`config.mk`:
```
export PLATFORM = sky130hd
export DESIGN_NAME = mem_access_unit
export DESIGN_NICKNAME = d
export VERILOG_FILES = /design/src/rtl/mem_access_unit.sv
export SDC_FILE = /design/constraint.sdc
export NUM_CORES = 1
export LEC_CHECK = 0
export ABC_AREA = 1
export BUFFER_PORTS_ARGS = -buffer_cell sky130_fd_sc_hd__buf_2
export CAP_MARGIN = 5
export CORE_AREA = 2 2 117 74
export CTS_BUF_LIST = sky130_fd_sc_hd__clkbuf_4 sky130_fd_sc_hd__clkbuf_8 sky130_fd_sc_hd__clkbuf_16
export CTS_CLUSTER_SIZE = 12
export DETAILED_ROUTE_END_ITERATION = 7
export DIE_AREA = 0 0 119 76
export PLACE_DENSITY = 0.72
export SYNTH_ARGS = -nofsm -noshare
export SYNTH_HDL_FRONTEND = slang
export SYNTH_SLANG_ARGS = --single-unit
```
`constraint.sdc`:
```
create_clock -name clk -period 3 [get_ports clk]
set_input_delay 0.15 -clock clk [delete_from_list [all_inputs] [get_ports clk]]
set_output_delay 0.15 -clock clk [all_outputs]
set_load 0.02 [all_outputs]
```
`src/rtl/mem_access_unit.sv`:
```
// CPU-side initiator for the 16-bit data memory: one load/store/push/pop at a time,
// owns the stack pointer and flags stack overflow/underflow.
module mem_access_unit #(
  parameter logic [15:0] STACK_TOP   = 16'hFFFF,
  parameter logic [15:0] STACK_LIMIT = 16'hFF00
) (
  input  logic        clk,
  input  logic        rst_n,
  input  logic        req_valid,
  output logic        req_ready,
  input  logic [1:0]  req_op,
  input  logic [8:0]  req_addr,
  input  logic [15:0] req_wdata,
  output logic        rsp_valid,
  output logic [15:0] rsp_data,
  output logic        rsp_err,
  output logic        err_overflow,
  output logic        err_underflow,
  input  logic        clr_err,
  output logic [15:0] sp_out,
  output logic        mem_store,
  output logic        mem_load,
  output logic        mem_push,
  output logic        mem_pop,
  output logic [8:0]  mem_address,
  output logic [15:0] mem_sp,
  output logic [15:0] mem_data_in,
  input  logic [15:0] mem_data_out
);

  localparam logic [1:0] OP_STORE = 2'b00;
  localparam logic [1:0] OP_LOAD  = 2'b01;
  localparam logic [1:0] OP_PUSH  = 2'b10;
  localparam logic [1:0] OP_POP   = 2'b11;

  typedef enum logic [1:0] {
    ST_IDLE  = 2'b00,
    ST_ISSUE = 2'b01,
    ST_READ  = 2'b10
  } state_t;

  state_t      state_r;
  state_t      state_next_s;
  logic [15:0] sp_r;
  logic [1:0]  op_r;
  logic [8:0]  addr_r;
  logic [15:0] wdata_r;
  logic        ovf_r;
  logic        unf_r;
  logic        rsp_valid_r;
  logic [15:0] rsp_data_r;
  logic        rsp_err_r;
  logic        err_overflow_r;
  logic        err_underflow_r;
  logic        accept_s;
  logic        err_s;
  logic        issue_s;
  logic        rd_op_s;

  assign req_ready = (state_r == ST_IDLE);
  assign accept_s  = req_valid && req_ready;
  assign err_s     = ovf_r || unf_r;
  assign rd_op_s   = (op_r == OP_LOAD) || (op_r == OP_POP);
  // A rejected request never reaches the memory.
  assign issue_s   = (state_r == ST_ISSUE) && !err_s;

  assign mem_store   = issue_s && (op_r == OP_STORE);
  assign mem_load    = issue_s && (op_r == OP_LOAD);
  assign mem_push    = issue_s && (op_r == OP_PUSH);
  assign mem_pop     = issue_s && (op_r == OP_POP);
  assign mem_sp      = (op_r == OP_POP) ? (sp_r + 16'd1) : sp_r;
  assign mem_address = addr_r;
  assign mem_data_in = wdata_r;

  assign sp_out        = sp_r;
  assign rsp_valid     = rsp_valid_r;
  assign rsp_data      = rsp_data_r;
  assign rsp_err       = rsp_err_r;
  assign err_overflow  = err_overflow_r;
  assign err_underflow = err_underflow_r;

  // Next-state decode for the request sequencer.
  always_comb begin
    state_next_s = state_r;
    case (state_r)
      ST_IDLE: begin
        if (accept_s) begin
          state_next_s = ST_ISSUE;
        end else begin
          state_next_s = ST_IDLE;
        end
      end
      ST_ISSUE: begin
        if (!err_s && rd_op_s) begin
          state_next_s = ST_READ;
        end else begin
          state_next_s = ST_IDLE;
        end
      end
      ST_READ: state_next_s = ST_IDLE;
      default: state_next_s = ST_IDLE;
    endcase
  end

  // State register, request latches, stack pointer, responses and sticky flags.
  always_ff @(posedge clk) begin
    if (!rst_n) begin
      state_r         <= ST_IDLE;
      sp_r            <= STACK_TOP;
      op_r            <= 2'b00;
      addr_r          <= 9'd0;
      wdata_r         <= 16'd0;
      ovf_r           <= 1'b0;
      unf_r           <= 1'b0;
      rsp_valid_r     <= 1'b0;
      rsp_data_r      <= 16'd0;
      rsp_err_r       <= 1'b0;
      err_overflow_r  <= 1'b0;
      err_underflow_r <= 1'b0;
    end else begin
      state_r     <= state_next_s;
      rsp_valid_r <= 1'b0;
      if (accept_s) begin
        op_r    <= req_op;
        addr_r  <= req_addr;
        wdata_r <= req_wdata;
        ovf_r   <= (req_op == OP_PUSH) && (sp_r == STACK_LIMIT);
        unf_r   <= (req_op == OP_POP) && (sp_r == STACK_TOP);
      end
      if (state_r == ST_ISSUE) begin
        if (!err_s && (op_r == OP_PUSH)) begin
          sp_r <= sp_r - 16'd1;
        end else if (!err_s && (op_r == OP_POP)) begin
          sp_r <= sp_r + 16'd1;
        end
        if (err_s || !rd_op_s) begin
          rsp_valid_r <= 1'b1;
          rsp_data_r  <= 16'd0;
          rsp_err_r   <= err_s;
        end
      end
      if (state_r == ST_READ) begin
        rsp_valid_r <= 1'b1;
        rsp_data_r  <= mem_data_out;
        rsp_err_r   <= 1'b0;
      end
      // A new error on the same edge as clr_err keeps the flag set.
      err_overflow_r  <= (err_overflow_r && !clr_err) || ((state_r == ST_ISSUE) && ovf_r);
      err_underflow_r <= (err_underflow_r && !clr_err) || ((state_r == ST_ISSUE) && unf_r);
    end
  end

endmodule
```
== Yosys cells after proc, flatten, opt, wreduce, memory -nomap -nowiden ==
Index checks and enable logic that the tools add are counted.

* Register bits: 67

* Add/sub/neg operators: 2
* Equal/unequal tests: 9
* Muxes and demuxes: 12
* Bitwise operators: 1
* Reduce and logical (&&, ||, !) cells: 32

{| class="wikitable"
|+ Operators by type and width
! kind !! count
|-
| $mux 16 || 6
|-
| $eq 16x16->1 const B || 2
|-
| $add 16x1->16 const B || 1
|-
| $sub 16x1->16 const B || 1
|-
| $logic_and 1x1->1 || 15
|-
| $eq 2x2->1 const B || 5
|-
| $reduce_and 2->1 || 3
|-
| $reduce_bool 2->1 || 3
|-
| $logic_or 1x1->1 || 5
|-
| $eq 2x1->1 const B || 2
|-
| $logic_not 2->1 || 2
|-
| $mux 1 || 4
|-
| $pmux 2 s2 || 1
|-
| $logic_not 1->1 || 3
|-
| $mux 2 || 1
|-
| $reduce_or 2->1 || 1
|-
| $not 1->1 || 1
|}

== Depth between registers and ports, before layout ==
* Depth after elaboration: 7
* Gate-level depth with buffers: 10

== Least setup slack after synthesis ==
Ideal clock, no wire load.

* Path kind: register to output
* Start point: register sp_r[1] (netlist: sp_out[1])
* End point: output port mem_sp[6]
* Data arrival time: 1.540 ns
* Required time: 2.850 ns
* Path slack: 1.310 ns
* Cell stages (with the launch flop): 6
* Buffers on the path: 0
* Path through: dfxtp_1 -> ha_1 -> nand2_1 -> nor2_1 -> xor2_1 -> o21ai_0

* Longest elaborated chain between the ends: 2

{| class="wikitable"
|+ Ends and longest elaborated chain
! item !! line !! source
|-
| start, declared || 44 || <nowiki>logic [15:0] sp_r;</nowiki>
|-
| start signal, assigned || 132 || <nowiki>sp_r <= sp_r - 16'd1;</nowiki>
|-
| start signal, assigned || 134 || <nowiki>sp_r <= sp_r + 16'd1;</nowiki>
|-
| $add 16x1->16 || 71 || <nowiki>assign mem_sp = (op_r == OP_POP) ? (sp_r + 16'd1) : sp_r;</nowiki>
|-
| $mux 16 || 71 ||
|-
| end, declared || 26 || <nowiki>output logic [15:0] mem_sp,</nowiki>
|}

Every way passes these cells.

== Worst setup path in the final report ==
* Start point: register op_r[0]
* End point: output port mem_sp[3]

* Longest elaborated chain between the ends: 2

{| class="wikitable"
|+ Ends and longest elaborated chain
! item !! line !! source
|-
| start, declared || 45 || <nowiki>logic [1:0] op_r;</nowiki>
|-
| start signal, assigned || 124 || <nowiki>op_r <= req_op;</nowiki>
|-
| $eq 2x2->1 || 71 ||
|-
| $mux 16 || 71 ||
|}

Every way passes these cells.

==> impl_metrics.ini <==
[run_status]
status = complete, no violations

[finish]
layout.nets = 707
fin_util_pct = 55.8
drive_above_1_share_pct = 23.9
fillerInstances = 813
final_area_sq_um = 4520
syn2layout_area_growth_pct = 29.8
n_antenna_cell = 0
stdcell_count = 772

[global_routing]
track_usage_pct = 24.6
grt_max_degree = 42
antenna_found_initial = 0
grt_pass1_wl_um = 17800
grt_overflow_total = 0
grt_pass1_vias = 3708

[route]
vias_per_cell = 5.08
routedWlPerCell_um = 14.0
drtPass1Iterations = 5
first_iter_violations = 326
final_antenna_net_count = 0
wl_um = 10800
drc = 0
vias = 3924

[pwr]
p_leak_nw = 2.24
p_per_area_nw_per_um2 = 554
finalPower_mw = 2.50
p_int_mw = 1.87
ir_drop_v = 0.000403
clkPwrFrac_pct = 49.0
swShare_pct = 25.1
p_seq_share_pct = 38.1
combPwrFrac_pct = 12.9
power_switching_uw = 629

[placement]
place_inst = 755
gp_congestion = 0.963
dp_hpwl_um = 7920
port_buffers = 128
place_ws_ns = 1.05
placed_area_sq_um = 4140

[critical_path]
crit_slowest_cell = clkinv_1
cp_slowest_stage_delay_ns = 0.61
r2r-end = sp_out[6]$_SDFFE_PN1P_
path_cells = nand2_1 -> clkinv_1 -> o21ai_0 -> buf_2
reg2reg_from = state_r[1]$_SDFF_PN0_
required_ns = 2.85
critical_path.endpoint = mem_sp[3]
start_kind = flip-flop
arrival_ns = 2.22
end_kind = output port
rrSetupSlack_ns = 1.07
crit_fanout = 26
rr_worst_depth = 7
critPathLaunch = op_r[0]$_SDFFE_PN0P_
worstSetupPathType = flip-flop to output port

[synthesis]
synth.distinct_cells = 28
synth_area_sq_um = 3480
yosys_register_bits = 67
ys_seq_area_share_pct = 38.5
syn-mean-instance-area_sq_um = 6.44
netlist_instances = 541
yosys_warnings = 0
synth_nets = 593

[sta]
fin_setup_tns_ns = 0
tightest_slew_ns = 0.694
grt_setup_unrepaired = no
period_share_pct = 78.9
finalWorstPathRequiredPeriod_ns = 2.37
setup_slack_ns = 0.632
clock_skew_ns = 0.00441
slew_viol_final = 0
fmaxAchievable_mhz = 422
holdWs_ns = 0.0693
setup-violations-final = 0
maxSlewHeadroom_pct = 53.4
finalHoldViolCount = 0

[cts]
cts_setup_buffers = 0
root_buffer = clkbuf_16
cts_buffer_depth = 2
cts_buffers = 9
cts_tree = yes
clock_latency_ns = 0.33
cts_resized = 0
clk_pin_slew_worst_paths_ns = 0.06
cts.sinks = 67
cts_hold_buf = 0
h-tree-depth = 3

[floorplan]
design.die.area_sq_um = 9040
chipHeight_um = 76
rows = 26
die_w_um = 119
core_sq_um = 8100
start_util_pct = 43.0
boundaryPins = 129

[worst_hold_path]
hp-class = input port to flip-flop

[flow_run]
cap_viol_max_count = 0
-- power groups by stage --
stage	clock network, mW	registers (mW)	logic (mW)
after detailed placement	0	0.972	0.316
final	1.23	0.954	0.322
after global placement	0	0.970	0.314
after global routing	1.29	0.959	0.361
after CTS	1.25	0.953	0.318
after floorplan	0	1.00	0.175
-- routing by layer --
layer  global-route usage (%)  wire length, um  vias to the layer above
li1                         -                -                     1965
met1                     34.0             4920                     1778
met2                     36.5             4650                      175
met3                     8.01             1150                        6
met4                     7.14               72                        0
met5                        0                0                        -
-- worst max-delay path: cells and delay by family (launching register included) --
family / cells / cell delay (ns)
AO/OA/AOI/OAI: 1 / 0.44
buffers and inverters: 2 / 0.84
AND/OR/NAND/NOR: 1 / 0.23
flip-flops: 1 / 0.38
-- cells in the final DEF, fill, tap and decap left out, drive strengths merged --
master | Yosys | final
nor3b | 1 | 1
o21ai | 43 | 43
bufinv | 0 | 3
nand2 | 143 | 143
nor4 | 1 | 1
nor2 | 100 | 100
clkinvlp | 0 | 1
nand3 | 41 | 41
dfxtp | 67 | 67
nand4 | 5 | 5
nand3b | 1 | 1
clkinv | 2 | 3
o211ai | 4 | 4
nor3 | 4 | 4
a311oi | 1 | 1
a31oi | 7 | 7
a21oi | 40 | 40
inv | 39 | 40
xor2 | 7 | 7
ha | 5 | 5
buf | 15 | 133
clkbuf | 15 | 10
-- kinds of logic (layout without fill, tap and decap cells) --
family | count (synthesis) | in the layout | share of synthesized area, %
buffers and inverters | 71 | 190 | 8.80
and+or+nand+nor | 296 | 296 | 34.7
DFF | 67 | 67 | 38.5
AOI/OAI and AO/OA | 95 | 95 | 14.4
adders and majority gates | 5 | 5 | 1.80
xor gates and xnor gates | 7 | 7 | 1.76
-- state kept, by name (all words and copies together), names as in the netlist --
register,cells
mem_data_in,16
rsp_data,16
sp_out,16
mem_address,9
op_r,2
state_r,2
err_overflow,1
err_underflow,1
ovf_r,1
rsp_err,1
rsp_valid,1
unf_r,1
-- how the worst min path moves through the flow --
stage | from | endpoint | slack [ns] | depth (start not counted)
after floorplan | rst_n | mem_address[8]$_SDFFE_PN0P_ | 0.29 | 2
after global placement | req_wdata[7] | mem_data_in[7]$_SDFFE_PN0P_ | 0.40 | 3
after detailed placement | req_wdata[6] | mem_data_in[6]$_SDFFE_PN0P_ | 0.41 | 3
after CTS | mem_data_out[14] | rsp_data[14]$_SDFFE_PN0P_ | 0.06 | 3
after global routing | mem_data_out[15] | rsp_data[15]$_SDFFE_PN0P_ | 0.07 | 3
final | req_wdata[6] | mem_data_in[6]$_SDFFE_PN0P_ | 0.07 | 3
-- area by class of cell --
cell class | instances | area (sq um) | share of cell area (%)
Clock buffer | 10 | 239 | 5.29
Clock inverter | 6 | 111 | 2.46
Tap cell | 112 | 140 | 3.10
Timing Repair Buffer | 133 | 698 | 15.5
Multi-Input combinational cell | 403 | 1830 | 40.6
Inverter | 41 | 154 | 3.41
Sequential cell | 67 | 1340 | 29.7
-- cells in the mapped netlist, drive strengths merged --
library cell / n / area share (%)
nand4: 5 / 0.90
nor4: 1 / 0.18
buf: 15 / 2.7
clkinv: 2 / 0.22
nand3: 41 / 5.9
o211ai: 4 / 0.86
nand2: 143 / 15
clkbuf: 15 / 1.7
nor3: 4 / 0.90
nor3b: 1 / 0.22
dfxtp: 67 / 39
nand3b: 1 / 0.22
ha: 5 / 1.8
xor2: 7 / 1.8
a31oi: 7 / 1.3
o21ai: 43 / 6.3
a21oi: 40 / 5.7
nor2: 100 / 11
a311oi: 1 / 0.25
inv: 39 / 4.2
Note: power is estimated with default switching activity, not from simulation.
